===== config.mk =====
export PLATFORM = sky130hd
export DESIGN_NAME = fsqrt
export DESIGN_NICKNAME = d
export VERILOG_FILES = /design/src/rtl/fsqrt.sv
export SDC_FILE = /design/constraint.sdc
export NUM_CORES = 1
export LEC_CHECK = 0
export ABC_AREA = 1
export BUFFER_PORTS_ARGS = -buffer_cell sky130_fd_sc_hd__buf_2
export CORE_ASPECT_RATIO = 1.4
export CORE_MARGIN = 4
export CORE_UTILIZATION = 50
export CTS_CLUSTER_DIAMETER = 100
export DETAILED_ROUTE_END_ITERATION = 8
export GPL_ROUTABILITY_DRIVEN = 0
export GPL_TIMING_DRIVEN = 0
export PLACE_DENSITY = 0.63
export REMOVE_ABC_BUFFERS = 1
export SLEW_MARGIN = 10
export SYNTH_ARGS = -nofsm -noshare
export SYNTH_HDL_FRONTEND = slang
export SYNTH_SLANG_ARGS = --single-unit

===== constraint.sdc =====
create_clock -name clk -period 55.6 [get_ports clk]
set_input_delay 5.56 -clock clk [delete_from_list [all_inputs] [get_ports clk]]
set_output_delay 5.56 -clock clk [all_outputs]
set_load 0.05 [all_outputs]

===== src/rtl/fsqrt.sv =====
// IEEE-754 single-precision square root, fully pipelined: three register stages,
// round-to-nearest-even, denormals flushed to zero.
module fsqrt (
  input  logic        clk,
  input  logic [31:0] a,
  output logic [31:0] s,
  input  logic        rst_n
);

  localparam logic [31:0] QNAN = 32'h7FC0_0000;
  localparam logic [31:0] PINF = 32'h7F80_0000;

  // ---------------- stage A: decode + upper 12 root digits ----------------
  logic        sgn;
  logic [7:0]  ex;
  logic [22:0] fr;
  logic        spec_a;
  logic [31:0] sval_a;
  logic [7:0]  erm1_a;
  logic [49:0] rad_a;
  logic [49:0] xw_a;
  logic [27:0] rem_a;
  logic [24:0] q_a;
  logic [26:0] t_a;

  assign sgn = a[31];
  assign ex  = a[30:23];
  assign fr  = a[22:0];

  always_comb begin
    spec_a = 1'b1;
    sval_a = '0;
    if (ex == 8'd0)
      sval_a = {sgn, 31'b0};
    else if (ex == 8'hFF)
      sval_a = ((fr != 23'd0) || sgn) ? QNAN : PINF;
    else if (sgn)
      sval_a = QNAN;
    else
      spec_a = 1'b0;
  end

  // Result exponent is carried minus one; the root's hidden bit adds it back.
  assign erm1_a = 8'(({1'b0, ex} + 9'd125) >> 1);

  // Odd unbiased exponent (even biased) pre-shifts the significand left by one.
  assign rad_a = ex[0] ? {2'b01, fr, 25'b0} : {1'b1, fr, 26'b0};

  always_comb begin
    rem_a = '0;
    q_a   = '0;
    t_a   = '0;
    xw_a  = rad_a;
    for (int unsigned i = 0; i < 12; i++) begin
      rem_a = {rem_a[25:0], xw_a[49:48]};
      xw_a  = xw_a << 2;
      t_a   = {q_a, 2'b01};
      if (rem_a >= {1'b0, t_a}) begin
        rem_a = rem_a - {1'b0, t_a};
        q_a   = {q_a[23:0], 1'b1};
      end else begin
        q_a   = {q_a[23:0], 1'b0};
      end
    end
  end

  logic        spec1;
  logic [31:0] sval1;
  logic [7:0]  erm1_1;
  logic [27:0] rem1;
  logic [24:0] q1;
  logic [25:0] xlo1;

  always_ff @(posedge clk or negedge rst_n) begin
    if (!rst_n) begin
      spec1  <= 1'b0;
      sval1  <= '0;
      erm1_1 <= '0;
      rem1   <= '0;
      q1     <= '0;
      xlo1   <= '0;
    end else begin
      spec1  <= spec_a;
      sval1  <= sval_a;
      erm1_1 <= erm1_a;
      rem1   <= rem_a;
      q1     <= q_a;
      xlo1   <= rad_a[25:0];
    end
  end

  // ---------------- stage B: lower 13 root digits + sticky ----------------
  logic [25:0] xw_b;
  logic [27:0] rem_b;
  logic [24:0] q_b;
  logic [26:0] t_b;

  always_comb begin
    rem_b = rem1;
    q_b   = q1;
    t_b   = '0;
    xw_b  = xlo1;
    for (int unsigned i = 0; i < 13; i++) begin
      rem_b = {rem_b[25:0], xw_b[25:24]};
      xw_b  = xw_b << 2;
      t_b   = {q_b, 2'b01};
      if (rem_b >= {1'b0, t_b}) begin
        rem_b = rem_b - {1'b0, t_b};
        q_b   = {q_b[23:0], 1'b1};
      end else begin
        q_b   = {q_b[23:0], 1'b0};
      end
    end
  end

  logic        spec2;
  logic [31:0] sval2;
  logic [7:0]  erm1_2;
  logic [24:0] q2;
  logic        sticky2;

  always_ff @(posedge clk or negedge rst_n) begin
    if (!rst_n) begin
      spec2   <= 1'b0;
      sval2   <= '0;
      erm1_2  <= '0;
      q2      <= '0;
      sticky2 <= 1'b0;
    end else begin
      spec2   <= spec1;
      sval2   <= sval1;
      erm1_2  <= erm1_1;
      q2      <= q_b;
      sticky2 <= (rem_b != 28'd0);
    end
  end

  // ---------------- stage C: round to nearest even ----------------
  logic        rnd_up;
  logic [31:0] res_c;

  assign rnd_up = q2[0] & (sticky2 | q2[1]);
  // q2[24] is the hidden one; adding it lands on the exponent field.
  assign res_c  = {1'b0, erm1_2, 23'b0} + {8'b0, q2[24:1]} + {31'b0, rnd_up};

  always_ff @(posedge clk or negedge rst_n) begin
    if (!rst_n)
      s <= '0;
    else
      s <= spec2 ? sval2 : res_c;
  end

endmodule


# == After elaboration in Yosys (flattened, before gate mapping) ==
# Index checks and enable logic that the tools add are counted.
# word_totals
output_inout_bits,32
register_bits,204
elab_cells,131
inputBits,34
# op_classes
n_eq_ne,1
mux,59
n_bitwise,2
n_lt_le_gt_ge,25
n_reduce_logical,4
add_sub_neg,28
# ops
operator,count
$mux 26,24
$mux 32,3
$mux 50,1
$add 31x24->32,1
$add 32x1->32,1
$mux 31,1
$ge 28x10->1,1
$ge 28x11->1,1
$ge 28x12->1,1
$ge 28x13->1,1
$ge 28x14->1,1
$ge 28x15->1,1
$ge 28x16->1,1
$ge 28x17->1,1
$ge 28x18->1,1
$ge 28x19->1,1
$ge 28x20->1,1
$ge 28x21->1,1
$ge 28x22->1,1
$ge 28x23->1,1
$ge 28x24->1,1
$ge 28x25->1,1
$ge 28x26->1,1
$ge 28x3->1,1
43 further kinds,70

# == Depth between registers and ports, before layout ==
# Gate-level depths: netlist of the first run.
# depth
word_depth,27
ltp_mapped,283
ltp_nobuf,255

# == Worst setup path after synthesis of the first run ==
# OpenSTA, ideal clock, no wires.
# synth_path
path_type,register to register
start,reg q1[1]
end,reg sticky2
slack_ns,15.389
arrival_time_ns,40.074
period_less_slack_ns,40.211
required_time_ns,55.463
path_stages_with_launch,276
setup_ns,0.137
path_cell_list,dfrtp_1 -> inv_1 -> ha_1 -> nand2_1 -> nand3_1 -> nand3_1 -> nand3_1 -> nand2_1 -> nand2_1 -> buf_2 -> buf_2 -> inv_1 -> clkbuf_1 -> clkbuf_1 -> o21ai_0 -> ha_1 -> a21oi_1 -> o21ai_0 -> [... 240 more ...] -> nor2_2 -> nand2_2 -> buf_6 -> buf_4 -> nand2_1 -> o21ai_1 -> inv_1 -> ha_1 -> a21oi_1 -> nor2_1 -> a211oi_1 -> o221ai_1 -> a21oi_1 -> nand2_1 -> a21oi_1 -> o21ai_1 -> nor2_1 -> nand4_1
# synth_via
elab_chain_len,27
# synth_rtl
element,line_no,rtl
from (decl),71,logic [24:0] q1;
from (signal assigned),87,q1 <= q_a;
$ge 28x14->1 (*),107,"if (rem_b >= {1'b0, t_b}) begin"
$mux 1 (*),107,
via q_b[12],95,logic [24:0] q_b;
$sub 26x15->26 / $ge 28x15->1 (equally long branches),"108, 107",
$mux 26 / $mux 1 (equally long branches),107,
$sub 26x16->26 / $ge 28x16->1 (equally long branches),"108, 107",
$mux 26 / $mux 1 (equally long branches),107,
$ge 28x17->1 (*),107,
[... 1 more ...],-,
via q_b[9],95,
[... 4 more ...],-,
via q_b[7],95,
[... 4 more ...],-,
via q_b[5],95,
[... 5 more ...],-,
$mux 1 (*),107,
via q_b[2],95,
$ge 28x25->1 (*),107,
$mux 1 (*),107,
via q_b[1],95,
$sub 28x26->28 / $ge 28x26->1 (equally long branches),"108, 107",
$mux 28 (*),107,
$reduce_bool 28->1 (*),134,sticky2 <= (rem_b != 28'd0);
to (signal assigned),134,
to (decl),120,logic sticky2;
# The timed path passes the listed nets; every way through them passes the cells marked *.

# == Worst setup path in the final report of the first run ==
# layout_path
start,reg q1[9]
end,reg sticky2
# layout_via
elab_chain_len,27
# layout_rtl
element,line_no
$sub 26x14->26 / $ge 28x14->1 (equally long branches),"108, 107"
$mux 26 / $mux 1 (equally long branches),107
$sub 26x15->26 / $ge 28x15->1 (equally long branches),"108, 107"
$mux 26 / $mux 1 (equally long branches),107
$sub 26x16->26 / $ge 28x16->1 (equally long branches),"108, 107"
$mux 26 / $mux 1 (equally long branches),107
$sub 26x17->26 / $ge 28x17->1 (equally long branches),"108, 107"
$mux 26 / $mux 1 (equally long branches),107
[... 11 more ...],-
$mux 26 / $mux 1 (equally long branches),107
$sub 26x24->26 / $ge 28x24->1 (equally long branches),"108, 107"
$mux 26 / $mux 1 (equally long branches),107
$sub 26x25->26 / $ge 28x25->1 (equally long branches),"108, 107"
$mux 26 / $mux 1 (equally long branches),107
$sub 28x26->28 / $ge 28x26->1 (equally long branches),"108, 107"
$mux 28 (*),107
$reduce_bool 28->1 (*),134
# Mark *: on every way between the ends. The rest lies on a longest branch, timed or not.

==> results of run 1 <==
## power breakdown
group	internal, uW	leakage, uW	switching, uW
clock network	73.1	0.000296	43.9
registers	108	0.00137	10.8
logic	466	0.0161	1060
## cells in the final DEF, fill, tap and decap left out, drive strengths merged, types with 16 or more instances in the layout
master  instances
a21o           16
a21oi         320
a31oi          24
buf            68
clkbuf         19
dfrtp         121
ha            327
inv           774
nand2        1635
nand3         462
nand3b         49
nand4         121
nor2          567
nor3           67
nor4           20
o211ai         18
o21a           22
o21ai         392
o21bai         26
or2            16
xnor2         138
xor2          120
## final cells by class
class                           instances  area [um^2]  area share [%]
Clock inverter                         12          166           0.515
Tap cell                              817         1020            3.16
Clock buffer                           19          453            1.40
Sequential cell                       121         3030            9.37
Timing Repair Buffer                   68          399            1.23
Inverter                              784         2960            9.15
Multi-Input combinational cell       4431        24300            75.2
Antenna cell                            3         7.51          0.0232
## flip-flops by register name (all words and copies together) (netlist names)
name and count:
s 32, rem1 26, q2 25, q1 12, erm1_1 8, erm1_2 8, sval1 3, sval2 3
spec1 1, spec2 1, sticky2 1, xlo1 1
## metal layers
metal	GRT usage, %	share of wire, %	up-vias
met4	14.3	5.3	4
met1	33.9	40	15500
met5	0	0.028	-
li1	-	-	17700
met2	56.4	50	876
met3	2.53	4.2	274
## timing repair
item | CTS | global route
resized for setup | 0 | 3
buffers inserted | 0 | 0
endpoints found under the setup margin | 0 | 2
hold buffers | 0 | 0
## stage by stage
stage | utilization (%) | hold WS [ps] | cells | setup slack, ps | cell area, um^2
2_1_floorplan | - | 331 | 5336 | 16340 | 30300
3_3_place_gp | 52.0 | 332 | 6218 | 1600 | 31600
3_5_place_dp | 52.1 | 335 | 6221 | 4990 | 31700
4_1_cts | 53.2 | 344 | 6252 | 4720 | 32300
5_1_grt | 53.2 | 340 | 6252 | 389 | 32300
6_report | 53.2 | 344 | 6255 | 5280 | 32300
## cells by family (layout without fill, tap and decap cells)
logic type / after synthesis / count (layout)
mux: 12 / 12
flops: 121 / 121
other cells: 2 / 17
buf+inv: 860 / 883
fa+ha+maj: 329 / 329
xor+xnor: 258 / 258
compound gates: 865 / 865
simple gates: 2953 / 2953
## final timing paths
check / end / startpoint / depth (start not counted)
worst min-delay path: erm1_2[6] / erm1_1[6] / 0
worst max register to register: sticky2 / q1[9] / 242
max in group asynchronous: erm1_2[4] / rst_n / 2
worst min register to register: erm1_2[6] / erm1_1[6] / 0
min in group asynchronous: q2[0] / rst_n / 1
worst max-delay path: sticky2 / q1[9] / 242
## worst max-delay path: cells and delay by family (launching register included)
family	cells	cell delay, ps
fa+ha+maj	16	5450
compound gates	108	20380
flops	1	380
simple gates	87	14660
buf+inv	31	9080
==> impl_metrics.csv, run 1 <==
group,metric,value,unit
sta,tns,0,ps
grt,antenna_found_initial,4,
sta,min_period,50320,ps
floorplan,fp-row-count,107,
grt,grt_use_total,30.0,%
outcome,status,"finished clean",
finish,nets,5786,
grt,globalRouteOverflowTotal,0,
floorplan,die-area,65300,um^2
synth,yosysWarnings,0,
synth,synth_seq_cells,121,
synth,ys_seq_area_share,9.88,%
drt,drt_first_pass_iters,6,
finish,synthToLayoutAreaGrowth,5.53,%
synth,yosys.cell_types.count,65,
power,vdd_drop_max,0.0000349,V
drt,ant_nets,0,
sta,max_clock_freq,19.9,MHz
drt,vias,34400,
synth,synth_commonest_cells,"nand2_1 (1595), inv_1 (746), nor2_1 (518), nand3_1 (430), o21ai_0 (341)",
sta,rsz0062_at_grt,"no",
sta,skew,21.9,ps
floorplan,fp.dieH,301,um
worst_setup_path,crit_path_end_kind,"register",
synth,synth_top_family_by_area,"simple AND/OR/NAND/NOR gates",
run,maxCapViolCount,0,
worst_setup_path,crit_top_cell,"a21oi_1",
cts,cts_buffers,17,
cts,cts.sinks,121,
synth,yosys-top-cells-area,"nand2_1 (20%), ha_1 (13%), dfrtp_1 (9.9%)",
synth,yosys_most_used_dff,"dfrtp_1",
worst_setup_path,crit_fanout,36,
grt,grt_pass1_wl,161000,um
floorplan,core,60800,um^2
sta,worstMarginPinSlew,1150,ps
place,port_buffers,65,
worst_setup_path,reg2reg_slack,5280,ps
worst_setup_path,crit_arrival,50630,ps
synth,synthSimpleGateAreaFrac,42.2,%
sta,relSlewSlack,22.6,%
power,pwr_density_cell,54.5,nW/um^2
power,p_leak,0.0178,uW
synth,avgSynthCellArea,5.67,um^2
synth,async_flop_share,100,%
synth,syn_inst,5400,
synth,synth-compound-area-share,15.7,%
floorplan,die_w,217,um
cts,path_clk_slew,60,ps
floorplan,num_io_pins,66,
finish,nFillCells,6737,
synth,synth_top_area_share,19.5,%
synth,synthXorXnorAreaFrac,7.38,%
synth,synthAdderAreaFrac,13.5,%
sta,setup_viol,0,
worst_setup_path,max_stage_delay,1070,ps
synth,netlist_area,30600,um^2
floorplan,start_util,50.4,%
drt,detail_route.iter0.violations,2228,
place,dpl.hpwl,82600,um
grt,grt_pass1_vias,32600,
synth,yosys.area.top_type,"nand2_1",
worst_setup_path,worstPathRequired,55900,ps
cts,root_buffer,"clkbuf_16",
cts,clkLatencyLatePin,450,ps
drt,drcViolationCount,0,
grt,grt_max_degree,87,
worst_setup_path,crit_type,"register to register",
drt,wl_per_cell,16.1,um
cts,cts_tree,"yes",
synth,synth.most_common_cell,"nand2_1",
drt,totalWireLength,101000,um
finish,drive_above_1_share,5.57,%
synth,synth_mux_area_share,0.392,%
worst_setup_path,critPathSlowestCell,"clkinv_1",
sta,maxSlewViolCount,0,
sta,final_hold_viol_count,0,
synth,synth_enable_flop_cells,0,
cts,htree_levels,4,
drt,via_per_inst,5.49,
power,power,1760,uW
cts,cts_buffer_depth,2,
sta,fin_crit_sh,90.5,%
worst_setup_path,start_kind,"register",
worst_hold_path,hold_class,"register to register",
(Power assumes the default switching activity.)
==> inputs of run 2 (changes only) <==
--- a/config.mk
+++ b/config.mk
@@ -15,6 +15,7 @@
 export GPL_ROUTABILITY_DRIVEN = 0
 export GPL_TIMING_DRIVEN = 0
 export PLACE_DENSITY = 0.63
+export RECOVER_POWER = 100
 export REMOVE_ABC_BUFFERS = 1
 export SLEW_MARGIN = 10
 export SYNTH_ARGS = -nofsm -noshare
==> impl_metrics.csv, run 2 (synthesis results as in run 1) <==
group,metric,value,unit
sta,skew,23.1,ps
worst_setup_path,critPathSlowestCell,"clkinv_1",
cts,clkLatencyLatePin,450,ps
sta,setup_viol,0,
grt,grt_pass1_vias,32600,
floorplan,start_util,50.4,%
sta,min_period,50260,ps
floorplan,core,60800,um^2
worst_setup_path,reg2reg_depth,241,
sta,rsz0062_at_grt,"no",
floorplan,die_w,217,um
cts,htree_levels,4,
worst_setup_path,start_kind,"register",
drt,drcViolationCount,0,
cts,path_clk_slew,60,ps
worst_setup_path,crit_top_cell,"a21oi_1",
sta,worstMarginPinSlew,4250,ps
worst_setup_path,worstPathRequired,55900,ps
worst_setup_path,crit_arrival,50550,ps
finish,final_common_cell,"nand2_1",
sta,tns,0,ps
grt,antenna_found_initial,4,
cts,root_buffer,"clkbuf_16",
worst_setup_path,max_stage_delay,1060,ps
power,p_leak,0.0176,uW
place,dpl.hpwl,82600,um
finish,largest_reg_flops,32,
finish,final_cell_mix,"nand2_1 (1602), inv_1 (743), nor2_1 (525), nand3_1 (434), o21ai_0 (358)",
outcome,status,"finished with violations",
cts,cts_buffer_depth,2,
finish,nets,5786,
run,maxCapViolCount,4,
drt,detail_route.iter0.violations,2186,
cts,cts_buffers,17,
drt,totalWireLength,101000,um
sta,max_clock_freq,19.9,MHz
worst_setup_path,reg2reg_slack,5340,ps
power,power,1760,uW
cts,cts.sinks,121,
drt,drt_first_pass_iters,8,
sta,maxSlewViolCount,196,
floorplan,num_io_pins,66,
power,vdd_drop_max,0.0000345,V
worst_setup_path,crit_path_end_kind,"register",
grt,grt_max_degree,87,
finish,top_register,"s",
floorplan,die-area,65300,um^2
worst_setup_path,crit_type,"register to register",
drt,vias,34400,
cts,cts_tree,"yes",
drt,ant_nets,0,
drt,wl_per_cell,16.1,um
floorplan,fp-row-count,107,
floorplan,fp.dieH,301,um
worst_hold_path,min_to,"erm1_2[6]",
worst_setup_path,r2r_end,"sticky2",
place,port_buffers,65,
grt,grt_use_total,30.0,%
finish,drive_above_1_share,4.38,%
worst_setup_path,r2r_start,"q1[11]",
worst_hold_path,hold_depth,0,
finish,utilization,52.8,%
worst_hold_path,hold_class,"register to register",
sta,relSlewSlack,-183,%
grt,grt_pass1_wl,161000,um
finish,top_regs,"s: 32 flops, rem1: 26 flops, q2: 25 flops",
outcome,violations,"max-capacitance violations, max-slew violations",
worst_setup_path,crit_fanout,36,
grt,globalRouteOverflowTotal,0,
drt,via_per_inst,5.49,
finish,synthToLayoutAreaGrowth,4.80,%
sta,final_hold_viol_count,0,
worst_hold_path,hold_path.startpoint,"erm1_1[6]",
power,pwr_density_cell,54.7,nW/um^2
sta,fin_crit_sh,90.4,%
==> run 2: cell count changes in the layout (fill, tap and decap cells not counted), moves of 3 or more <==
cell,previous run,this run
nor2_1,516,525
nor2_4,12,8
nand2_4,7,3
o21ai_0,341,358
clkbuf_1,0,35
o21ai_2,19,11
nand2_1,1595,1602
buf_2,64,31
nand2_2,33,30
o21ai_1,32,23
nand3_1,430,434
nor2_2,38,33
==> run 2: power by group <==
part | switching, uW | internal, uW
combinational | 1060 | 461
sequential | 11.1 | 108
clock | 43.8 | 73.1
total | 1110 | 642
==> run 2: worst max-delay path by stage <==
stage                     startpoint       to  slack, ps
after global placement        q1[11]  sticky2       1600
after floorplan                q1[1]  sticky2      16340
after CTS                      q1[9]  sticky2       4720
after detailed placement       q1[9]  sticky2       4990
after global routing          q1[11]  sticky2        310
final                         q1[11]  sticky2       5340
==> run 2: area by class of cell <==
| class | instances | area [um^2] |
|---|---|---|
| clock buffers | 19 | 453 |
| flip-flops and latches | 121 | 3030 |
| fillers | 6793 | 28700 |
| diodes | 1 | 2.50 |
| well taps | 817 | 1020 |
| inverters | 784 | 2960 |
| clock inverters | 12 | 166 |
| multi-input cells | 4431 | 24100 |
| repair buffers | 68 | 327 |
==> run 2: critical path: cells and delay by family (launching register included) <==
kind / cells / cell delay, ps
AO/OA/AOI/OAI: 109 / 20040
adder cells (fa/ha/maj): 16 / 5660
buffers and inverters: 30 / 9100
flip-flops: 1 / 390
AND/OR/NAND/NOR: 86 / 14680
==> run 2: timing repair <==
item,CTS,global route
gates resized for setup,0,3
setup endpoints to repair,0,2
hold buffers,0,0
buffers inserted,0,0
==> run 2: metal layers <==
metal | GRT usage (%) | wire [um]
met5 | 0 | 43
met4 | 14.3 | 5260
met3 | 2.53 | 4480
met2 | 56.4 | 50800
met1 | 33.9 | 40300
==> run 2: per-stage QoR <==
step                area (um^2)  hold slack [ps]  instances  setup slack (ps)
finish                    32100              344       6253              5340
global route              32100              340       6252               313
CTS                       32300              344       6252              4720
detailed placement        31700              335       6221              4990
global placement          31600              332       6218              1600
floorplan                 30300              331       5336             16340
